## src/rtl/bsg_manycore_link_rr_arb.sv

```systemverilog
// Packet-atomic round-robin arbiter sharing one ready_and link among num_req_p requesters.
// The header's low len_width_p bits give the body-flit count; the grant locks until the last body flit.
module bsg_manycore_link_rr_arb #(
  parameter int num_req_p    = 4,
  parameter int data_width_p = 32,
  parameter int len_width_p  = 4,
  localparam int id_w        = (num_req_p > 1) ? $clog2(num_req_p) : 1
) (
  input  logic                              clk_i,
  input  logic                              reset_i,
  input  logic [num_req_p*data_width_p-1:0] data_i,
  input  logic [num_req_p-1:0]              v_i,
  output logic [num_req_p-1:0]              ready_and_o,
  output logic [data_width_p-1:0]           data_o,
  output logic                              v_o,
  input  logic                              ready_and_i,
  output logic [id_w-1:0]                   grant_id_o,
  output logic                              locked_o
);

  typedef enum logic {IDLE = 1'b0, BODY = 1'b1} st_e;

  st_e                    st_r, st_n;
  logic [id_w-1:0]        rr_ptr_r, ptr_n;
  logic [id_w-1:0]        gnt_r, gnt_n;
  logic                   hold_r, hold_n;
  logic [len_width_p-1:0] cnt_r, cnt_n;

  logic [id_w-1:0]         scan_sel, sel, idx;
  logic [data_width_p-1:0] data_sel;
  logic [len_width_p-1:0]  len;
  logic                    xfer;
  int                      t;

  // Wrap by explicit compare so non-power-of-two requester counts work.
  function automatic logic [id_w-1:0] next_id(input logic [id_w-1:0] id);
    if (id == id_w'(num_req_p - 1)) next_id = '0;
    else next_id = id + id_w'(1);
  endfunction

  // Lowest rotated offset from rr_ptr_r with a valid request wins; rr_ptr_r if none.
  always_comb begin
    scan_sel = rr_ptr_r;
    t        = 0;
    idx      = '0;
    for (int k = num_req_p - 1; k >= 0; k--) begin
      t        = int'(rr_ptr_r) + k;
      t        = (t >= num_req_p) ? t - num_req_p : t;
      idx      = id_w'(t);
      scan_sel = v_i[idx] ? idx : scan_sel;
    end
  end

  // Zero-latency datapath steered by the current selection.
  always_comb begin
    if (st_r == BODY || hold_r) sel = gnt_r;
    else sel = scan_sel;
    data_sel    = data_i[int'(sel)*data_width_p +: data_width_p];
    data_o      = data_sel;
    len         = data_sel[len_width_p-1:0];
    v_o         = !reset_i && v_i[sel];
    ready_and_o = '0;
    if (!reset_i) ready_and_o[sel] = ready_and_i;
    else ready_and_o = '0;
    grant_id_o  = reset_i ? '0 : sel;
    locked_o    = !reset_i && (st_r == BODY);
    xfer        = v_o && ready_and_i;
  end

  // Next-state logic for arbitration, offer hold and body counting.
  always_comb begin
    st_n   = st_r;
    ptr_n  = rr_ptr_r;
    gnt_n  = gnt_r;
    hold_n = hold_r;
    cnt_n  = cnt_r;
    case (st_r)
      IDLE: begin
        if (xfer) begin
          hold_n = 1'b0;
          if (len == '0) begin
            ptr_n = next_id(sel);
          end else begin
            gnt_n = sel;
            cnt_n = len;
            st_n  = BODY;
          end
        end else if (v_o) begin
          gnt_n  = sel;
          hold_n = 1'b1;
        end else begin
          hold_n = hold_r;
        end
      end
      BODY: begin
        if (xfer) begin
          cnt_n = cnt_r - len_width_p'(1);
          if (cnt_r == len_width_p'(1)) begin
            st_n  = IDLE;
            ptr_n = next_id(gnt_r);
          end else begin
            st_n = BODY;
          end
        end else begin
          cnt_n = cnt_r;
        end
      end
      default: st_n = IDLE;
    endcase
  end

  // State registers with synchronous reset.
  always_ff @(posedge clk_i) begin
    if (reset_i) begin
      st_r     <= IDLE;
      rr_ptr_r <= '0;
      gnt_r    <= '0;
      hold_r   <= 1'b0;
      cnt_r    <= '0;
    end else begin
      st_r     <= st_n;
      rr_ptr_r <= ptr_n;
      gnt_r    <= gnt_n;
      hold_r   <= hold_n;
      cnt_r    <= cnt_n;
    end
  end

  bsg_manycore_link_rr_arb_chk #(.num_req_p(num_req_p), .id_w(id_w)) chk (
    .clk_i       (clk_i),
    .reset_i     (reset_i),
    .v_i         (v_i),
    .ready_and_o (ready_and_o),
    .in_body     (st_r == BODY),
    .gnt         (gnt_r)
  );

endmodule

// Simulation checks: at most one ready, and no foreign transfer while a packet is locked.
module bsg_manycore_link_rr_arb_chk #(
  parameter int num_req_p = 4,
  parameter int id_w      = 2
) (
  input logic                 clk_i,
  input logic                 reset_i,
  input logic [num_req_p-1:0] v_i,
  input logic [num_req_p-1:0] ready_and_o,
  input logic                 in_body,
  input logic [id_w-1:0]      gnt
);

  logic [num_req_p-1:0] others;
  assign others = v_i & ready_and_o & ~(num_req_p'(1) << gnt);

  // Sample on the clock edge outside reset.
  always_ff @(posedge clk_i) begin
    if (!reset_i) begin
      assert ($onehot0(ready_and_o));
      assert (!in_body || others == '0);
    end
  end

endmodule

```

## config.mk

```make
export PLATFORM = sky130hd
export DESIGN_NAME = bsg_manycore_link_rr_arb
export DESIGN_NICKNAME = d
export VERILOG_FILES = /design/src/rtl/bsg_manycore_link_rr_arb.sv
export SDC_FILE = /design/constraint.sdc
export NUM_CORES = 1
export LEC_CHECK = 0
export ABC_CLOCK_PERIOD_IN_PS = 3200
export CORE_MARGIN = 2
export CORE_UTILIZATION = 33
export CTS_CLUSTER_SIZE = 28
export DETAILED_ROUTE_END_ITERATION = 8
export PLACE_DENSITY_LB_ADDON = 0.15
export SLEW_MARGIN = 30
export SYNTH_ARGS = -nofsm -noshare
export SYNTH_HDL_FRONTEND = slang
export SYNTH_SLANG_ARGS = --single-unit
```

## constraint.sdc

```tcl
create_clock -name clk_i -period 3.2 [get_ports clk_i]
set_clock_uncertainty 0.15 [all_clocks]
set_input_delay 0.32 -clock clk_i [delete_from_list [all_inputs] [get_ports clk_i]]
set_output_delay 0.32 -clock clk_i [all_outputs]
set_load 0.005 [all_outputs]
```

Yosys cells after proc, flatten, opt, wreduce, memory -nomap -nowiden
Index checks and enable logic that the tools add are counted.
Widths: inputs -> output; s select.

word-level totals
  register bits after elaboration = 10
  input bits = 135

cells by class
  shifts and indexed selects = 1
  $lt $le $gt $ge = 10
  equal/unequal tests = 9
  add/subtract/negate cells = 10
  bitwise gates (word level) = 2
  reductions and logical operators = 12
  multiplexer cells = 44

operator list
  cell                 count
  $shiftx 128x8->32    1
  $mux 2               19
  $mux 4               4
  $lt 2x3->1 const B   5
  $mux 1               12
  $bmux 1 s2           5
  $ge 3x3->1 const B   3
  $ne 2x2->1 const B   4
  $pmux 4 s2           1
  $sub 2x1->2 const B  4
  $add 2x2->3 const B  2
  $reduce_and 3->1     2
  $add 2x1->2 const B  2
  $and 4x4->4          1
  $eq 2x2->1 const B   2
  $eq 4x1->1 const B   1
  $logic_and 1x1->1    4
  $logic_not 4->1      1
  $ne 2x1->1 const B   2
  $pmux 2 s2           1
  $reduce_and 4->1     1
  $sub 4x1->4 const B  1
  $add 2x1->3 const B  1
  $ge 2x3->1 const B   1
  other kinds (8)      8

Depth between registers and ports, before layout
Gate-level depths: netlist of run 1.

  depth in word-level cells = 16
  mapped depth = 12
  depth with buffers taken out = 9

Worst setup path after synthesis of run 1
OpenSTA, ideal clock, no wires.

  path kind = register to register
  start = reg rr_ptr_r[1]
  end = reg rr_ptr_r[1]
  period minus slack after synthesis = 2.797 ns
  setup time = 0.134 ns
  cell stages (with the launch flop) = 12
  arrival = 2.513 ns
  setup slack = 0.403 ns
  path through = dfxtp_1 > buf_2 > nand2b_1 > a211oi_4 > nor3_2 > inv_1 > clkbuf_1 > clkbuf_1 > ha_1 > mux2_2 > a21oi_1 > a311oi_1

on the way
  word-level cells in the longest chain between the ends = 16
  elaborated cells between the ends (all ways) = 44

RTL lines
  what                                                       RTL line  source
  start: declaration                                         24        logic [id_w-1:0] rr_ptr_r, ptr_n;
  start signal: assignment                                   122       rr_ptr_r <= ptr_n;
  $add 2x2->3                                                47        t = int'(rr_ptr_r) + k;
  $ge 3x3->1 / $sub 2x1->2 (equally long branches)           48        t = (t >= num_req_p) ? t - num_req_p : t;
  $mux 2                                                     48
  $bmux 1 s2                                                 50        scan_sel = v_i[idx] ? idx : scan_sel;
  $mux 1 (not written as such)                               50
  $mux 2 (3 in a row)                                        50
  $mux 2 (*)                                                 50
  $mux 2 (*)                                                 56        if (st_r == BODY || hold_r) sel = gnt_r;
  named net sel[1]                                           29        logic [id_w-1:0] scan_sel, sel, idx;
  branches (longest 6 deep; another with $shiftx 128x8->32)  --

Mark *: on every way through the listed nets, which the timed path passes. The select of a mux whose other input is x is not followed.
A chain may end at the register's enable or synchronous reset.

Worst setup path in the final report of run 1
  start = in v_i[2]
  end = out data_o[0]

on the way
  word-level cells in the longest chain between the ends = 8
  elaborated cells between the ends (all ways) = 14

RTL lines
  what                          RTL line  source
  start: declaration            12        input logic [num_req_p-1:0] v_i,
  $bmux 1 s2                    50
  $mux 1 (not written as such)  50
  $mux 2 (3 in a row)           50
  $mux 2 (*)                    50
  $mux 2 (*)                    56
  $shiftx 128x8->32 (*)         58        data_sel = data_i[int'(sel)*data_width_p +: data_width_p];
  end: declaration              14        output logic [data_width_p-1:0] data_o,

Mark *: on every way between the ends. The rest lies on a longest branch, timed or not. The select of a mux whose other input is x is not followed.

==> reports/qor.csv, run 1 <==
metric,value,unit
fmax,0.317,GHz
synthesis.area_per_instance,6.10,um2
clock_latency,0.24,ns
post-place-cells,605,
timing.critical_path.to_type,output port,
critical-path-max-stage-delay,0.50,ns
crit_required,2.73,ns
routed_via_density,5.21,
fillCellCount,510,
critical_path_buf_inv_count,5,
crit_arrival,2.69,ns
min_delay_path_depth,1,
postSynth.topFlopCell,sky130_fd_sc_hd__dfxtp_1,
multi_input_area,0.00177,mm2
post_synth_and_or_nand_nor_area_fraction,47.4,%
first_iter_violations,131,
initial_utilization,34.4,%
r2r_slack,0.26,ns
yosys-mux-area-fraction,2.61,%
syn-cell-area,0.00206,mm2
crit_type,in -> out,
place_area,0.00416,mm2
dominant_combinational_cell_family_by_area_after_synthesis,simple AND/OR/NAND/NOR gates,
regArea,200,um2
cts_sinks,10,
status,finished clean,
drtAntennaViolNets,0,
synth-edff-count,0,
setup-violations-final,0,
wire_per_inst,15.7,um
critPathTopFamily,buffers and inverters,
ctsLongestPathBuffers,2,
seq_area_frac_synth,9.71,%
n_antenna_cell,0,
layout_min_cycle_time,3.16,ns
critical_path_cell_count,10,
finalNonFillerCells,614,
drcViolationCount,0,
areaGrowthSynthToFinish,112,%
report.final.hold_viol_count,0,
clock-root-buffer,sky130_fd_sc_hd__clkbuf_8,
grt_setup_unrepaired,true,
synth.lib_cells_used.distinct,48,
clk_transition_reported_paths,0.05,ns
number_of_antenna_violations_at_the_first_check_in_global_routing,0,
r2r.worst_path.cells,10,
worst_path_max_delay_cell,sky130_fd_sc_hd__o41a_4,
timing.hold.worst.start,cnt_r[0]$_SDFFE_PP0P_,
num-nets-final,682,
report.final.slew_viol_count,0,
synth_adder_area_share,4.25,%
synth_seq_cells,10,
power.ir.vdd_worst,0.350,mV
top_level_ports,175,
portBuffers,174,
synth-compound-area-share,28.8,%
die_h,83.0,um
postSynth.asyncResetShare,0,%
post_synthesis_net_count,480,
fin_area,0.00437,mm2
grt_pass1_vias,3087,
cts.hold.buffers_added,0,
finalWeightedCongestion,0.930,
fin_util,72.9,%
cts_tree,done,
yosysWarningCount,0,
worst_setup_start_kind,input pin,
grt_overflow,0,
share_of_final_layout_standard_cells_stronger_than_drive_strength_1,14.3,%
critPathMaxFanout,7,
netlist.top_cell.by_area,sky130_fd_sc_hd__nand2_1,
design.die.area,0.00690,mm2
cts_inserted_buffers,3,
max_cap_viol_count,0,
grt_pass1_wl,14.7,mm
tightest_slew,0.457,ns
min-delay-path-class,reg -> reg,
timing.final.crit_share,98.6,%
post-synth-top-count-cell,sky130_fd_sc_hd__nand2_1,
total_leakage_power,0.00198,uW
timing.slew.headroom,69.4,%
worstHoldEndpoint,cnt_r[0]$_SDFFE_PP0P_,
synth_cells,338,
r2r-end,rr_ptr_r[0]$_SDFFE_PP0P_,
routed_wl,9.65,mm
source_of_the_worst_register_to_register_timing_path,rr_ptr_r[1]$_SDFFE_PP0P_,
core,0.00599,mm2
synth_top_area_share,21.7,%
power-per-cell-area,341,mW/mm2
ordered_list_of_cells_on_the_worst_path,clkdlybuf4s50_1 -> nor2b_1 -> o21a_1 -> o41a_4 -> inv_6 -> buf_4 -> a211oi_4 -> or2_1 -> inv_1 -> clkdlybuf4s50_1,
grt_max_degree,34,
h-tree-depth,1,
floorplan.rows,28,
detailedRoute.firstPassIterationCount,4,
fp.dieW,83.0,um
track_usage,25.5,%
route.vias.total,3196,
critical-path-top-cell-by-count,sky130_fd_sc_hd__clkdlybuf4s50_1,
post_synth_xor_area_fraction,0,%
synth_commonest_cells,"119 x sky130_fd_sc_hd__nand2_1, 31 x sky130_fd_sc_hd__a31oi_1, 29 x sky130_fd_sc_hd__and3_1",
dp_hpwl,7.69,mm
top_post_synthesis_cells_by_area,"sky130_fd_sc_hd__nand2_1 22%, sky130_fd_sc_hd__dfxtp_1 9.7%, sky130_fd_sc_hd__a31oi_1 9.4%",
state kept, by name, summed over array words and instances, names as in the netlist:
name / count
st_r: 1
rr_ptr_r: 2
cnt_r: 4
hold_r: 1
gnt_r: 2
through the flow:
| stage | setup TNS [ns] | hold slack (ns) | worst slack, ns | total power (uW) |
|---|---|---|---|---|
| 6_report | 0 | 0.366 | 0.0447 | 1490 |
| 5_1_grt | -0.143 | 0.405 | -0.0473 | 1590 |
| 4_1_cts | -0.000210 | 0.364 | -0.000210 | 1440 |
| 3_5_place_dp | -0.910 | 0.355 | -0.106 | 1270 |
| 3_3_place_gp | -0.296 | 0.334 | -0.130 | 1260 |
| 2_1_floorplan | 0 | 0.286 | 0.403 | 620 |
worst register-to-register path: stages, from the launching register on:
cell and delay (ns):
sky130_fd_sc_hd__dfxtp_1 0.55, sky130_fd_sc_hd__nand2b_1 0.16, sky130_fd_sc_hd__a21oi_1 0.07, sky130_fd_sc_hd__o41a_4 0.53
sky130_fd_sc_hd__buf_8 0.17, sky130_fd_sc_hd__a211oi_4 0.25, sky130_fd_sc_hd__buf_4 0.15, sky130_fd_sc_hd__o22ai_2 0.08
sky130_fd_sc_hd__or3_4 0.43, sky130_fd_sc_hd__and3b_1 0.19, sky130_fd_sc_hd__nor3_2 0.13
final cells by class:
cell class                      count  area share, %
Sequential cell                    10           4.58
Clock buffer                        4           1.26
Tap cell                           75           2.15
Multi-Input combinational cell    291           40.5
Timing Repair Buffer              221           50.3
Inverter                           13           1.23
worst max path at each step:
stage / endpoint / from / slack (ns)
after detailed placement: data_o[24] / v_i[3] / -0.11
after floorplan: rr_ptr_r[1]$_SDFFE_PP0P_ / rr_ptr_r[1]$_SDFFE_PP0P_ / 0.40
after global routing: data_o[2] / v_i[2] / -0.05
after global placement: data_o[24] / v_i[3] / -0.13
after CTS: data_o[0] / v_i[0] / -0.0002
final: data_o[0] / v_i[2] / 0.04
routing by layer:
metal | global-route usage, % | wire length, um | part of all wire, %
met4 | 4.17 | 107 | 1.1
met3 | 7.16 | 684 | 7.1
met5 | 0 | 0 | 0
met1 | 29.1 | 3850 | 40
met2 | 47.7 | 5010 | 52
logic make-up after synthesis:
kind of cell             after synthesis
adder cells (fa/ha/maj)                7
AO/OA/AOI/OAI                         77
AND/OR/NAND/NOR                      202
multiplexers                           5
buffers and inverters                 37
flip-flops                            10
power breakdown:
group / switching [uW] / internal, uW
combinational: 484 / 682
sequential: 17.4 / 141
clock: 55.2 / 109
timing repair:
action	4_1_cts	5_1_grt
setup endpoints to repair	33	33
cloned	0	1
resized for setup	8	24
buffers inserted	0	4
pin swaps	0	5
layout by cell type (no fill, tap or decap), types with 5 or more instances in the layout:
cell type | synthesis | routed
sky130_fd_sc_hd__inv_1 | 12 | 11
sky130_fd_sc_hd__buf_4 | 0 | 39
sky130_fd_sc_hd__dfxtp_1 | 10 | 10
sky130_fd_sc_hd__a211oi_4 | 1 | 5
sky130_fd_sc_hd__a31oi_1 | 31 | 31
sky130_fd_sc_hd__nand2_1 | 119 | 119
sky130_fd_sc_hd__a211oi_2 | 9 | 5
sky130_fd_sc_hd__nand2b_1 | 6 | 6
sky130_fd_sc_hd__nor2_1 | 9 | 9
sky130_fd_sc_hd__a21oi_1 | 7 | 7
sky130_fd_sc_hd__and2_1 | 6 | 5
sky130_fd_sc_hd__ha_1 | 7 | 7
sky130_fd_sc_hd__clkdlybuf4s50_1 | 0 | 158
sky130_fd_sc_hd__or2_1 | 6 | 6
sky130_fd_sc_hd__and3_1 | 29 | 29
sky130_fd_sc_hd__dlymetal6s2s_1 | 0 | 12
Note: power is estimated with default switching activity, not from simulation.
==> run 2, diff against run 1 <==
--- a/config.mk
+++ b/config.mk
@@ -5,7 +5,7 @@
 export SDC_FILE = /design/constraint.sdc
 export NUM_CORES = 1
 export LEC_CHECK = 0
-export ABC_CLOCK_PERIOD_IN_PS = 3200
+export ABC_CLOCK_PERIOD_IN_PS = 3500
 export CORE_MARGIN = 2
 export CORE_UTILIZATION = 33
 export CTS_CLUSTER_SIZE = 28
==> constraint.sdc (replaced) <==
create_clock -name clk_i -period 3.5 [get_ports clk_i]
set_clock_uncertainty 0.15 [all_clocks]
set_input_delay 0.35 -clock clk_i [delete_from_list [all_inputs] [get_ports clk_i]]
set_output_delay 0.35 -clock clk_i [all_outputs]
set_load 0.005 [all_outputs]
==> reports/qor.csv, run 2 (same netlist as run 1, synthesis figures left out) <==
metric,value,unit,change
largest_register,cnt_r,,
grt_pass1_wl,15.1,mm,+2.7%
finalWeightedCongestion,0.875,,-5.9%
drcViolationCount,0,,unchanged
worst_setup_start_kind,input pin,,
cts_inserted_buffers,3,,unchanged
largest_register_ff_count,4,,unchanged
timing.final.crit_share,96.6,%,
grt_overflow,0,,unchanged
core,0.00599,mm2,unchanged
layout.cells.most_common,sky130_fd_sc_hd__clkdlybuf4s50_1,,
routed_wl,9.56,mm,-0.85%
wire_per_inst,16.2,um,+3.2%
crit_arrival,2.88,ns,+0.19 ns
fin_area,0.00410,mm2,-6.2%
setup-violations-final,0,,unchanged
place_area,0.00399,mm2,-4.1%
grt_setup_unrepaired,false,,
report.final.hold_viol_count,0,,unchanged
clock_latency,0.24,ns,about the same
portBuffers,174,,unchanged
routed_via_density,5.32,,+2.1%
totalPowerFinal,1250,uW,-16%
clk_transition_reported_paths,0.05,ns,about the same
share_of_final_layout_standard_cells_stronger_than_drive_strength_1,10.3,%,-4.0 points
max_cap_viol_count,0,,unchanged
fmax,0.296,GHz,
largest_registers,"cnt_r (4), gnt_r (2), rr_ptr_r (2)",,
total_leakage_power,0.00176,uW,-11%
design.die.area,0.00690,mm2,unchanged
fin_util,68.4,%,-4.5 points
cts_tree,done,,
power-per-cell-area,306,mW/mm2,-10%
status,finished clean,,
cts_sinks,10,,unchanged
power.ir.vdd_worst,0.221,mV,-37%
min-delay-path-class,reg -> reg,,
drtAntennaViolNets,0,,unchanged
detailedRoute.firstPassIterationCount,4,,unchanged
fp.dieW,83.0,um,unchanged
critPathMaxFanout,13,,+6
number_of_antenna_violations_at_the_first_check_in_global_routing,0,,unchanged
crit_required,3.00,ns,+0.27 ns
route.vias.total,3137,,-1.8%
first_iter_violations,217,,+66%
h-tree-depth,1,,unchanged
track_usage,26.1,%,+0.59 points
floorplan.rows,28,,unchanged
n_antenna_cell,0,,unchanged
top_level_ports,175,,unchanged
grt_max_degree,44,,+29%
dp_hpwl,7.57,mm,-1.5%
clock-root-buffer,sky130_fd_sc_hd__clkbuf_8,,
ctsLongestPathBuffers,2,,unchanged
die_h,83.0,um,unchanged
initial_utilization,34.4,%,unchanged
timing.critical_path.to_type,output port,,
report.final.slew_viol_count,0,,unchanged
cts.hold.buffers_added,0,,unchanged
crit_type,in -> out,,
areaGrowthSynthToFinish,98.8,%,
timing.slew.headroom,72.3,%,+2.9 points
layout_min_cycle_time,3.38,ns,
commonest_non_fill_non_tap_cells_in_the_layout,"171 x sky130_fd_sc_hd__clkdlybuf4s50_1, 119 x sky130_fd_sc_hd__nand2_1, 30 x sky130_fd_sc_hd__a31oi_1",,
num-nets-final,659,,-3.4%
tightest_slew,0.414,ns,-0.0432 ns
grt_pass1_vias,3125,,+1.2%
-- run 2: cell types whose count changed in the layout (fill, tap and decap cells not counted), moves of 4 or more --
cell / before / now
sky130_fd_sc_hd__a211oi_2: 5 / 9
sky130_fd_sc_hd__a211oi_4: 5 / 1
sky130_fd_sc_hd__buf_4: 39 / 17
sky130_fd_sc_hd__clkdlybuf4s50_1: 158 / 171
sky130_fd_sc_hd__dlygate4sd2_1: 4 / 0
sky130_fd_sc_hd__dlymetal6s2s_1: 12 / 3
-- run 2: stage by stage --
step	TNS (ns)	setup WS (ns)	hold WS, ns	std cells
global route	0	0.00817	0.379	590
CTS	0	0.0169	0.360	587
global placement	0	0.0482	0.332	584
detailed placement	-0.0169	-0.0169	0.350	584
floorplan	0	0.691	0.306	338
finish	0	0.118	0.358	590
-- run 2: final cells by class --
class	count	area [um2]
Timing Repair Buffer	198	1990
Fill cell	535	1890
Multi-Input combinational cell	291	1730
Sequential cell	10	200
Tap cell	75	93.8
Inverter	13	51.3
Clock buffer	3	41.3
-- run 2: report_power, final --
| group | total [uW] | internal, uW | switching [uW] | leakage, uW |
|---|---|---|---|---|
| combinational | 981 | 561 | 420 | 0.00166 |
| sequential | 145 | 129 | 15.9 | 0.0000817 |
| clock | 127 | 75.8 | 50.7 | 0.0000216 |
-- run 2: final timing paths --
check	from	end	slack, ns	depth (start not counted)
min	cnt_r[0]$_SDFFE_PP0P_	cnt_r[0]$_SDFFE_PP0P_	0.36	1
min reg2reg	cnt_r[0]$_SDFFE_PP0P_	cnt_r[0]$_SDFFE_PP0P_	0.36	1
max	v_i[2]	v_o	0.12	9
max reg2reg	rr_ptr_r[1]$_SDFFE_PP0P_	cnt_r[3]$_SDFFE_PP0P_	0.48	10
-- run 2: metal layers --
layer  share of wire (%)  vias to the layer above  track usage (%)  wire length, um
li1                    -                     1542                -                -
met1                  39                     1439             29.3             3700
met2                  52                      143             49.9             5000
met3                 7.4                       13             6.36              705
met4                 1.5                        0             4.92              148
met5                   0                        -                0                0
-- run 2: worst max-delay path: stages --
cell                              delay, ns
sky130_fd_sc_hd__clkdlybuf4s50_1       0.47
sky130_fd_sc_hd__nor2b_1               0.19
sky130_fd_sc_hd__o21a_1                0.19
sky130_fd_sc_hd__o41a_2                0.50
sky130_fd_sc_hd__buf_4                 0.22
sky130_fd_sc_hd__o211ai_1              0.16
sky130_fd_sc_hd__and2_1                0.18
sky130_fd_sc_hd__nor2b_1               0.12
sky130_fd_sc_hd__clkdlybuf4s50_1       0.50
-- run 2: repair_timing --
action | in CTS | in global routing
endpoints found under the setup margin | 1 | 33
pin swaps | 0 | 2
cloned | 0 | 1
resized for setup | 1 | 8
buffers inserted | 0 | 2
==> run 3, diff against run 2 <==
--- a/config.mk
+++ b/config.mk
@@ -11,6 +11,7 @@
 export CTS_CLUSTER_SIZE = 28
 export DETAILED_ROUTE_END_ITERATION = 8
 export PLACE_DENSITY_LB_ADDON = 0.15
+export SKIP_CTS_REPAIR_TIMING = 1
 export SLEW_MARGIN = 30
 export SYNTH_ARGS = -nofsm -noshare
 export SYNTH_HDL_FRONTEND = slang
==> reports/qor.csv, run 3 (same netlist as run 1, synthesis figures left out) <==
metric,value,unit,change
min_delay_path_depth,1,,unchanged
place_area,0.00399,mm2,unchanged
timing.hold.worst.start,cnt_r[0]$_SDFFE_PP0P_,,
tightest_slew,0.420,ns,+0.00613 ns
worstHoldEndpoint,cnt_r[0]$_SDFFE_PP0P_,,
number_of_antenna_violations_at_the_first_check_in_global_routing,0,,unchanged
grt_max_degree,44,,unchanged
power.share.switching,39.1,%,+0.23 points
clock_power_share,10.1,%,about the same
report.final.hold_viol_count,0,,unchanged
finalWeightedCongestion,0.875,,unchanged
design.die.area,0.00690,mm2,unchanged
r2r-end,cnt_r[3]$_SDFFE_PP0P_,,
report.final.slew_viol_count,0,,unchanged
grt_pass1_vias,3121,,-0.13%
fmax,0.294,GHz,-0.46%
share_of_final_layout_standard_cells_stronger_than_drive_strength_1,10.3,%,unchanged
wire_per_inst,16.3,um,+0.79%
largest_registers,"cnt_r (4), gnt_r (2), rr_ptr_r (2)",,
power.ir.vdd_worst,0.220,mV,-0.10%
portBuffers,174,,unchanged
critPathMaxFanout,25,,+12
drtAntennaViolNets,0,,unchanged
h-tree-depth,1,,unchanged
clk_transition_reported_paths,0.05,ns,about the same
routed_wl,9.64,mm,+0.79%
cts_tree,done,,
grt_pass1_wl,15.1,mm,-0.27%
dp_hpwl,7.57,mm,unchanged
areaGrowthSynthToFinish,98.7,%,about the same
routed_via_density,5.29,,-0.41%
setup-violations-final,0,,unchanged
cts_inserted_buffers,3,,unchanged
ctsLongestPathBuffers,2,,unchanged
worst_setup_start_kind,input pin,,
timing.critical_path.to_type,output port,,
layout_min_cycle_time,3.40,ns,+0.0156 ns
route.vias.total,3124,,-0.41%
floorplan.rows,28,,unchanged
fp.dieW,83.0,um,unchanged
largest_register_ff_count,4,,unchanged
drcViolationCount,0,,unchanged
fin_area,0.00410,mm2,about the same
r2r.worst_path.cells,10,,unchanged
n_antenna_cell,0,,unchanged
comb_power_share,78.4,%,about the same
clock_latency,0.25,ns,about the same
internal-power,766,uW,about the same
switching_power,492,uW,+1.0%
layout.cells.most_common,sky130_fd_sc_hd__clkdlybuf4s50_1,,
first_iter_violations,225,,+3.7%
cts_sinks,10,,unchanged
die_h,83.0,um,unchanged
status,finished clean,,
initial_utilization,34.4,%,unchanged
timing.final.crit_share,97.1,%,+0.45 points
commonest_non_fill_non_tap_cells_in_the_layout,"172 x sky130_fd_sc_hd__clkdlybuf4s50_1, 119 x sky130_fd_sc_hd__nand2_1, 30 x sky130_fd_sc_hd__a31oi_1",,
timing.slew.headroom,71.9,%,-0.41 points
detailedRoute.firstPassIterationCount,6,,+2
num-nets-final,659,,unchanged
crit_type,in -> out,,
crit_required,3.00,ns,about the same
core,0.00599,mm2,unchanged
grt_overflow,0,,unchanged
top_level_ports,175,,unchanged
grt_setup_unrepaired,true,,
largest_register,cnt_r,,
finalHoldWorstSlack,0.357,ns,-0.00116 ns
min-delay-path-class,reg -> reg,,
track_usage,26.1,%,-0.062 points
clock-root-buffer,sky130_fd_sc_hd__clkbuf_8,,
pwr-share-seq,11.5,%,about the same
crit_arrival,2.90,ns,+0.02 ns
max_cap_viol_count,0,,unchanged
r2r_slack,0.47,ns,about the same
totalPowerFinal,1260,uW,+0.41%
source_of_the_worst_register_to_register_timing_path,rr_ptr_r[1]$_SDFFE_PP0P_,,
power-per-cell-area,307,mW/mm2,+0.47%
total_leakage_power,0.00175,uW,-0.52%
==> run 3: changes by cell type in the layout (fill, tap and decap cells not counted), sizes merged <==
cell	change
dlymetal6s2s	-1
clkdlybuf4s50	+1
==> run 3: cell type report <==
type / count / area (um2)
repair buffers: 198 / 1980
fillers: 537 / 1890
multi-input cells: 291 / 1730
flip-flops and latches: 10 / 200
well taps: 75 / 93.8
inverters: 13 / 51.3
clock buffers: 3 / 41.3
==> run 3: routing by layer <==
metal	global-route usage [%]	vias to the layer above	wire, um
met2	49.7	143	4990
met4	4.92	0	148
met3	6.26	13	758
met5	0	-	0
li1	-	1543	-
met1	29.3	1425	3740
==> run 3: through the flow <==
| stage | TNS (ns) | setup slack (ns) | utilization (%) | cells |
|---|---|---|---|---|
| after floorplan | 0 | 0.691 | - | 338 |
| after global placement | 0 | 0.0482 | 66.5 | 584 |
| after detailed placement | -0.0169 | -0.0169 | 66.5 | 584 |
| after CTS | -0.0366 | -0.0366 | 67.2 | 587 |
| after global routing | -0.000759 | -0.000759 | 68.4 | 590 |
| final | 0 | 0.102 | 68.4 | 590 |
==> run 3: worst max-delay path, cell delays in order <==
cell	delay (ns)
sky130_fd_sc_hd__clkdlybuf4s50_1	0.49
sky130_fd_sc_hd__nor2b_1	0.19
sky130_fd_sc_hd__o21a_1	0.18
sky130_fd_sc_hd__o41a_2	0.51
sky130_fd_sc_hd__buf_4	0.22
sky130_fd_sc_hd__buf_6	0.20
sky130_fd_sc_hd__a31oi_1	0.19
sky130_fd_sc_hd__clkdlybuf4s50_1	0.56
==> run 3: worst max path at each step <==
stage	depth (start not counted)	slack (ns)	endpoint	startpoint
floorplan	10	0.69	rr_ptr_r[1]$_SDFFE_PP0P_	v_i[1]
global placement	8	0.05	data_o[24]	v_i[3]
detailed placement	8	-0.02	data_o[24]	v_i[3]
CTS	8	-0.04	data_o[24]	v_i[3]
global route	9	-0.0008	v_o	v_i[0]
finish	8	0.10	data_o[21]	v_i[0]
==> run 3: power groups by stage <==
stage	registers (uW)	logic (uW)	clock network, uW
finish	145	985	127
global route	146	1060	130
CTS	144	953	127
detailed placement	146	946	0
global placement	145	933	0
floorplan	141	426	0
